## src/rtl/hazard_ctrl.sv

```systemverilog
`default_nettype none
// ============================================================================
//  Module   : hazard_ctrl
//  Purpose  : Pipeline hazard and sequencing controller for the 5-stage
//             RISC-V core. Drives the stall/flush controls of the PC and the
//             IF/ID, ID/EX, EX/MEM and MEM/WB pipeline registers. Four
//             conditions are resolved in fixed priority:
//               1. data-memory wait          (mem_busy)
//               2. halt after a fetch error  (HALT state)
//               3. taken redirect + refetch shadow
//               4. load-use hazard, then fetch-error entry into HALT
//             A saturating 16-bit counter records the cycles with PC held.
//  Revision : 1.0  initial release
// ----------------------------------------------------------------------------
//  Parameters
//    FLUSH_CYCLES    : cycles IF/ID is flushed after a taken redirect.
//                      Legal range 1..4 (instruction memory latency + 1).
//  Ports
//    clk             in   1  core clock
//    rst             in   1  synchronous active-high reset
//    id_rs1/id_rs2   in   5  source register fields of the ID instruction
//    id_uses_rs1/2   in   1  ID instruction actually reads rs1 / rs2
//    id_err          in   1  fetch-error flag leaving IF/ID
//    ex_rd           in   5  destination register of the EX instruction
//    ex_mem_read     in   1  EX instruction is a load
//    ex_branch_taken in   1  EX resolved a taken branch/jump this cycle
//    mem_busy        in   1  data memory not ready, MEM must hold
//    pc_stall        out  1  hold PC
//    if_id_stall     out  1  hold IF/ID
//    if_id_flush     out  1  bubble into IF/ID
//    id_ex_stall     out  1  hold ID/EX
//    id_ex_flush     out  1  bubble into ID/EX
//    ex_mem_stall    out  1  hold EX/MEM
//    mem_wb_flush    out  1  bubble into MEM/WB
//    halted          out  1  core halted on a fetch error
//    stall_count     out 16  saturating count of cycles with pc_stall=1
// ============================================================================
module hazard_ctrl #(
  parameter int FLUSH_CYCLES = 2
) (
  input  logic        clk,
  input  logic        rst,
  input  logic [4:0]  id_rs1,
  input  logic [4:0]  id_rs2,
  input  logic        id_uses_rs1,
  input  logic        id_uses_rs2,
  input  logic        id_err,
  input  logic [4:0]  ex_rd,
  input  logic        ex_mem_read,
  input  logic        ex_branch_taken,
  input  logic        mem_busy,
  output logic        pc_stall,
  output logic        if_id_stall,
  output logic        if_id_flush,
  output logic        id_ex_stall,
  output logic        id_ex_flush,
  output logic        ex_mem_stall,
  output logic        mem_wb_flush,
  output logic        halted,
  output logic [15:0] stall_count
);

  typedef enum logic [1:0] {
    ST_RUN      = 2'd0,
    ST_REDIRECT = 2'd1,
    ST_HALT     = 2'd2
  } state_t;

  // Value loaded into the shadow counter on a taken redirect. The redirect
  // cycle itself is the first flushed cycle, so the shadow covers the rest.
  localparam logic [1:0] C_SHADOW_LOAD = 2'(FLUSH_CYCLES - 1);
  localparam bit         C_HAS_SHADOW  = (FLUSH_CYCLES > 1);

  state_t      state_q,  state_d;
  logic [1:0]  shadow_q, shadow_d;
  logic [15:0] count_q,  count_d;

  logic w_lu;
  logic w_pc_stall, w_if_id_stall, w_if_id_flush, w_id_ex_stall;
  logic w_id_ex_flush, w_ex_mem_stall, w_mem_wb_flush;
  logic w_count_inc;

  // Load-use: the load in EX writes a register the ID instruction reads.
  // x0 is never a real dependency.
  assign w_lu = ex_mem_read && (ex_rd != 5'd0) &&
                ((id_uses_rs1 && (id_rs1 == ex_rd)) ||
                 (id_uses_rs2 && (id_rs2 == ex_rd)));

  // --------------------------------------------------------------------------
  // Next-state and Mealy control decode, first match wins.
  // --------------------------------------------------------------------------
  always_comb begin
    state_d        = state_q;
    shadow_d       = shadow_q;
    w_pc_stall     = 1'b0;
    w_if_id_stall  = 1'b0;
    w_if_id_flush  = 1'b0;
    w_id_ex_stall  = 1'b0;
    w_id_ex_flush  = 1'b0;
    w_ex_mem_stall = 1'b0;
    w_mem_wb_flush = 1'b0;

    if (mem_busy) begin
      // Freeze everything up to MEM and drop a bubble into WB. State and
      // shadow hold so a pending redirect window is extended, not consumed.
      w_pc_stall     = 1'b1;
      w_if_id_stall  = 1'b1;
      w_id_ex_stall  = 1'b1;
      w_ex_mem_stall = 1'b1;
      w_mem_wb_flush = 1'b1;
    end else if (state_q == ST_HALT) begin
      // Front end frozen; bubbles into EX let older instructions drain.
      w_pc_stall    = 1'b1;
      w_if_id_stall = 1'b1;
      w_id_ex_flush = 1'b1;
    end else if (ex_branch_taken) begin
      // Younger instructions are on the wrong path, so lu/id_err are moot.
      w_if_id_flush = 1'b1;
      w_id_ex_flush = 1'b1;
      if (C_HAS_SHADOW) begin
        state_d  = ST_REDIRECT;
        shadow_d = C_SHADOW_LOAD;
      end else begin
        state_d  = ST_RUN;
      end
    end else if (state_q == ST_REDIRECT) begin
      // Instruction memory still returning wrong-path fetches.
      w_if_id_flush = 1'b1;
      shadow_d      = shadow_q - 2'd1;
      // A zero shadow is unreachable but is treated as the last cycle.
      if (shadow_q <= 2'd1) begin
        state_d  = ST_RUN;
        shadow_d = 2'd0;
      end
    end else if (w_lu) begin
      // One bubble: next cycle EX holds the bubble and the hazard is gone.
      w_pc_stall    = 1'b1;
      w_if_id_stall = 1'b1;
      w_id_ex_flush = 1'b1;
    end else if (id_err) begin
      w_pc_stall    = 1'b1;
      w_if_id_stall = 1'b1;
      w_id_ex_flush = 1'b1;
      state_d       = ST_HALT;
    end
  end

  // Fetch-stall cycles are counted everywhere except in HALT, where the
  // core is dead and the count would only measure idle time.
  assign w_count_inc = w_pc_stall && (state_q != ST_HALT);

  always_comb begin
    count_d = count_q;
    if (w_count_inc && (count_q != 16'hFFFF)) begin
      count_d = count_q + 16'd1;
    end
  end

  // --------------------------------------------------------------------------
  // State registers
  // --------------------------------------------------------------------------
  always_ff @(posedge clk) begin
    if (rst) begin
      state_q  <= ST_RUN;
      shadow_q <= 2'd0;
      count_q  <= 16'd0;
    end else begin
      state_q  <= state_d;
      shadow_q <= shadow_d;
      count_q  <= count_d;
    end
  end

  // --------------------------------------------------------------------------
  // Outputs. While rst is asserted the whole pipeline is forced to bubbles
  // regardless of the (possibly stale) state register.
  // --------------------------------------------------------------------------
  always_comb begin
    if (rst) begin
      pc_stall     = 1'b0;
      if_id_stall  = 1'b0;
      if_id_flush  = 1'b1;
      id_ex_stall  = 1'b0;
      id_ex_flush  = 1'b1;
      ex_mem_stall = 1'b0;
      mem_wb_flush = 1'b1;
      halted       = 1'b0;
    end else begin
      pc_stall     = w_pc_stall;
      if_id_stall  = w_if_id_stall;
      if_id_flush  = w_if_id_flush;
      id_ex_stall  = w_id_ex_stall;
      id_ex_flush  = w_id_ex_flush;
      ex_mem_stall = w_ex_mem_stall;
      mem_wb_flush = w_mem_wb_flush;
      halted       = (state_q == ST_HALT);
    end
  end

  assign stall_count = count_q;

endmodule
`default_nettype wire

```

## config.mk

```make
export PLATFORM = sky130hd
export DESIGN_NAME = hazard_ctrl
export DESIGN_NICKNAME = d
export VERILOG_FILES = /design/src/rtl/hazard_ctrl.sv
export SDC_FILE = /design/constraint.sdc
export NUM_CORES = 1
export LEC_CHECK = 0
export CAP_MARGIN = 25
export CORE_UTILIZATION = 30
export CTS_BUF_LIST = sky130_fd_sc_hd__clkbuf_2
export DETAILED_ROUTE_END_ITERATION = 10
export GPL_TIMING_DRIVEN = 0
export PLACE_DENSITY = 0.59
export SYNTH_ARGS = -nofsm -noshare
export SYNTH_HDL_FRONTEND = slang
export SYNTH_SLANG_ARGS = --single-unit
```

## constraint.sdc

```tcl
create_clock -name clk -period 5 [get_ports clk]
set_clock_uncertainty 0.05 [all_clocks]
set_input_delay 0.5 -clock clk [delete_from_list [all_inputs] [get_ports clk]]
set_output_delay 0.5 -clock clk [all_outputs]
set_load 0.02 [all_outputs]
```

==> out/metrics.csv <==
metric,value,unit
status,finished clean,
"EDFF count, synth",0,
Seq cells post-synth,20,
Final Hold Vio Count,0,
Synth Flop Type,dfxtp_1,
multi-input logic area,830.8,µm²
CP required,4.45,ns
Worst Path Buf+Inv,6,
"delay-heaviest family, CP",buffers and inverters,
RSZ-0062 raised after global routing,false,
asr flop ratio synth,0,%
vias,1440,
core region area,4115,µm²
worst reg-to-reg path cell count,8,
filler cell count,406,
Crit path depth,10,
WL per Instance,14.18,µm
Synth Warn #,0,
I/O Pins,47,
share of cells above drive strength 1,9.005,%
CTS buffer count,3,
DR DRC count,0,
grt ovf,0,
PortBufs,44,
"Cell Chain, Critical Path",clkdlybuf4s50_1 > or4_1 > o21ai_1 > inv_1 > a2111oi_4 > buf_6 > buf_6 > nor2_1 > buf_4 > clkdlybuf4s50_1,
"most common cell after layout, fill and taps aside",clkdlybuf4s50_1,
worst slew pin tran,0.5023,ns
"Data arrival, critical path",3.22,ns
Placed Area,1833,µm²
post-synthesis sequential area ratio,30.10,%
final wirelength,3.701,mm
slowest cell delay on critical path,0.56,ns
synthesized instance count,163,
Detailed Routing Iterations Pass 1,4,
RR Startpoint,stall_count[3]$_SDFFE_PP0P_,
DRT iter0 DRCs,89,
largest net degree at the start of global routing,13,
number of library cell types mapped by synthesis,40,
ANT nets after route,0,
Clock Root Buffer,clkbuf_2,
sequential standard cell area,400.4,µm²
Site Rows,23,
# setup viols final,0,
antenna violations before repair,0,
CP Max Fanout,10,
Crit. End Element,primary output,
worst setup path start,ex_rd[1],
leakage dissipation,0.6136,nW
hold depth,2,
"slowest stage cell, crit path",or4_1,
min cycle time layout,3.772,ns
synth-to-layout area growth,41.20,%
Tot GR Track Use,16.28,%
clk buf depth,2,
kind of critical path,input pin to primary output,
Die X,68.59,µm
max_slew headroom,66.51,%
post-route clock period utilization,75.45,%
die span in y,68.59,µm
GP Congestion,0.8493,
DR vias/cell,5.517,
CP Launch Type,input pin,
vias in the first global route,1332,
Max Cap Viol,0,
"Setup Fix Bufs, Post-CTS",0,
Min-Delay Path Class,register to register,
most frequent cells in the layout,"44 x clkdlybuf4s50_1, 20 x dfxtp_1, 18 x a21oi_1, 13 x or4_1, 12 x o31ai_1",
CTS tree,yes,
Resize count post-CTS,0,
Mapped Nets,187,
peak supply drop,155.1,µV
"Hold-fix buffers, CTS",0,
Nets,236,
f_max,0.2651,GHz
power per cell area,214.3,nW/µm²
HPWL after DPL,2.675,mm
initial core utilization,32.32,%
TNS Setup,0,ns
Antenna Cells,0,
first-pass GRT wire length,5.796,mm
Die Area,4704,µm²
Clock transition at path regs,0.23,ns
Final Max Tran Viols,0,
Post-Layout Inst Area,1878,µm²
clock tree sinks,20,
worst skew pair latency,0.34,ns
synthesized area,1330,µm²
syn_area_per_cell,8.160,µm²
Hold Path Origin,stall_count[8]$_SDFFE_PP0P_,
H-tree depth,1,
-- sequential cells by signal, indices dropped and copies added, names as in the netlist --
signal and cells:
stall_count 16, shadow_q 2, state_q 2
-- power by group --
group | internal (mW) | switching, mW | total [mW]
sequential | 0.164 | 0.00555 | 0.170
combinational | 0.0519 | 0.0550 | 0.107
clock | 0.0690 | 0.0567 | 0.126
-- synthesized netlist by cell type (2+ instances only) --
| master | count | area [µm²] |
|---|---|---|
| dfxtp_1 | 20 | 400.4 |
| a21oi_1 | 18 | 90.09 |
| or4_1 | 13 | 97.59 |
| o31ai_1 | 12 | 90.09 |
| nor2_1 | 11 | 41.29 |
| nand2_1 | 10 | 37.54 |
| xnor2_1 | 10 | 87.58 |
| nand3_1 | 8 | 40.04 |
| clkbuf_1 | 6 | 22.52 |
| nand4_1 | 6 | 37.54 |
| inv_1 | 5 | 18.77 |
| nor2b_1 | 4 | 25.02 |
| o21ai_0 | 4 | 20.02 |
| and3_1 | 3 | 18.77 |
| buf_6 | 3 | 33.78 |
| a211oi_1 | 2 | 15.01 |
| and4_1 | 2 | 17.52 |
| buf_4 | 2 | 15.01 |
| nand2b_1 | 2 | 12.51 |
| or2_2 | 2 | 12.51 |
-- layout make-up --
type	count	share of cell area, %
inverter	5	0.9993
sequential	20	21.32
multi-input combinational	125	44.24
timing repair buffer	44	23.45
clock buffer	3	0.7995
clock inverter	1	1.599
tap	50	3.331
buffer	13	4.264
-- cell families (layout without fill, tap and decap cells) --
family                   count (synthesis)  count (layout)  share of synthesized area, %
buffers and inverters                   18              66                         7.431
flip-flops                              20              20                         30.10
AO/OA/AOI/OAI                           44              44                         23.52
AND/OR/NAND/NOR                         68              68                         29.45
XOR/XNOR                                10              10                         6.585
multiplexers                             2               2                         1.975
adder cells (fa/ha/maj)                  1               1                        0.9406
-- through the flow --
stage / instances / worst slack, ns / power (mW) / utilization (%) / hold slack (ns)
CTS: 261 / 1.205 / 0.4058 / 45.64 / 0.4695
detailed placement: 257 / 1.225 / 0.2793 / 44.54 / 0.4440
floorplan: 163 / 2.310 / 0.2336 / - / 0.4281
finish: 261 / 1.228 / 0.4024 / 45.64 / 0.4695
global route: 261 / 1.064 / 0.4215 / 45.64 / 0.5082
global placement: 257 / 1.238 / 0.2772 / 44.54 / 0.4285
-- worst reg2reg max path, cell delays in order, from the launching register on --
cell	delay [ns]
dfxtp_1	0.48
and4_1	0.26
and3_1	0.26
nand4_1	0.20
o31ai_4	0.41
buf_6	0.21
buf_2	0.23
o21ai_0	0.13
a21oi_1	0.14
-- final timing paths --
check	end	slack, ns
max	pc_stall	1.23
min reg2reg	stall_count[8]$_SDFFE_PP0P_	0.47
min	stall_count[8]$_SDFFE_PP0P_	0.47
max reg2reg	stall_count[0]$_SDFFE_PP0P_	2.59
-- layer usage --
metal / GRT usage (%) / routed length (µm) / vias up
met5: 0 / 0 / -
met4: 5.469 / 36 / 0
met3: 3.125 / 246 / 5
met2: 26.72 / 1751 / 51
met1: 21.15 / 1667 / 678
li1: - / - / 706
Note: power is estimated with default switching activity, not from simulation.
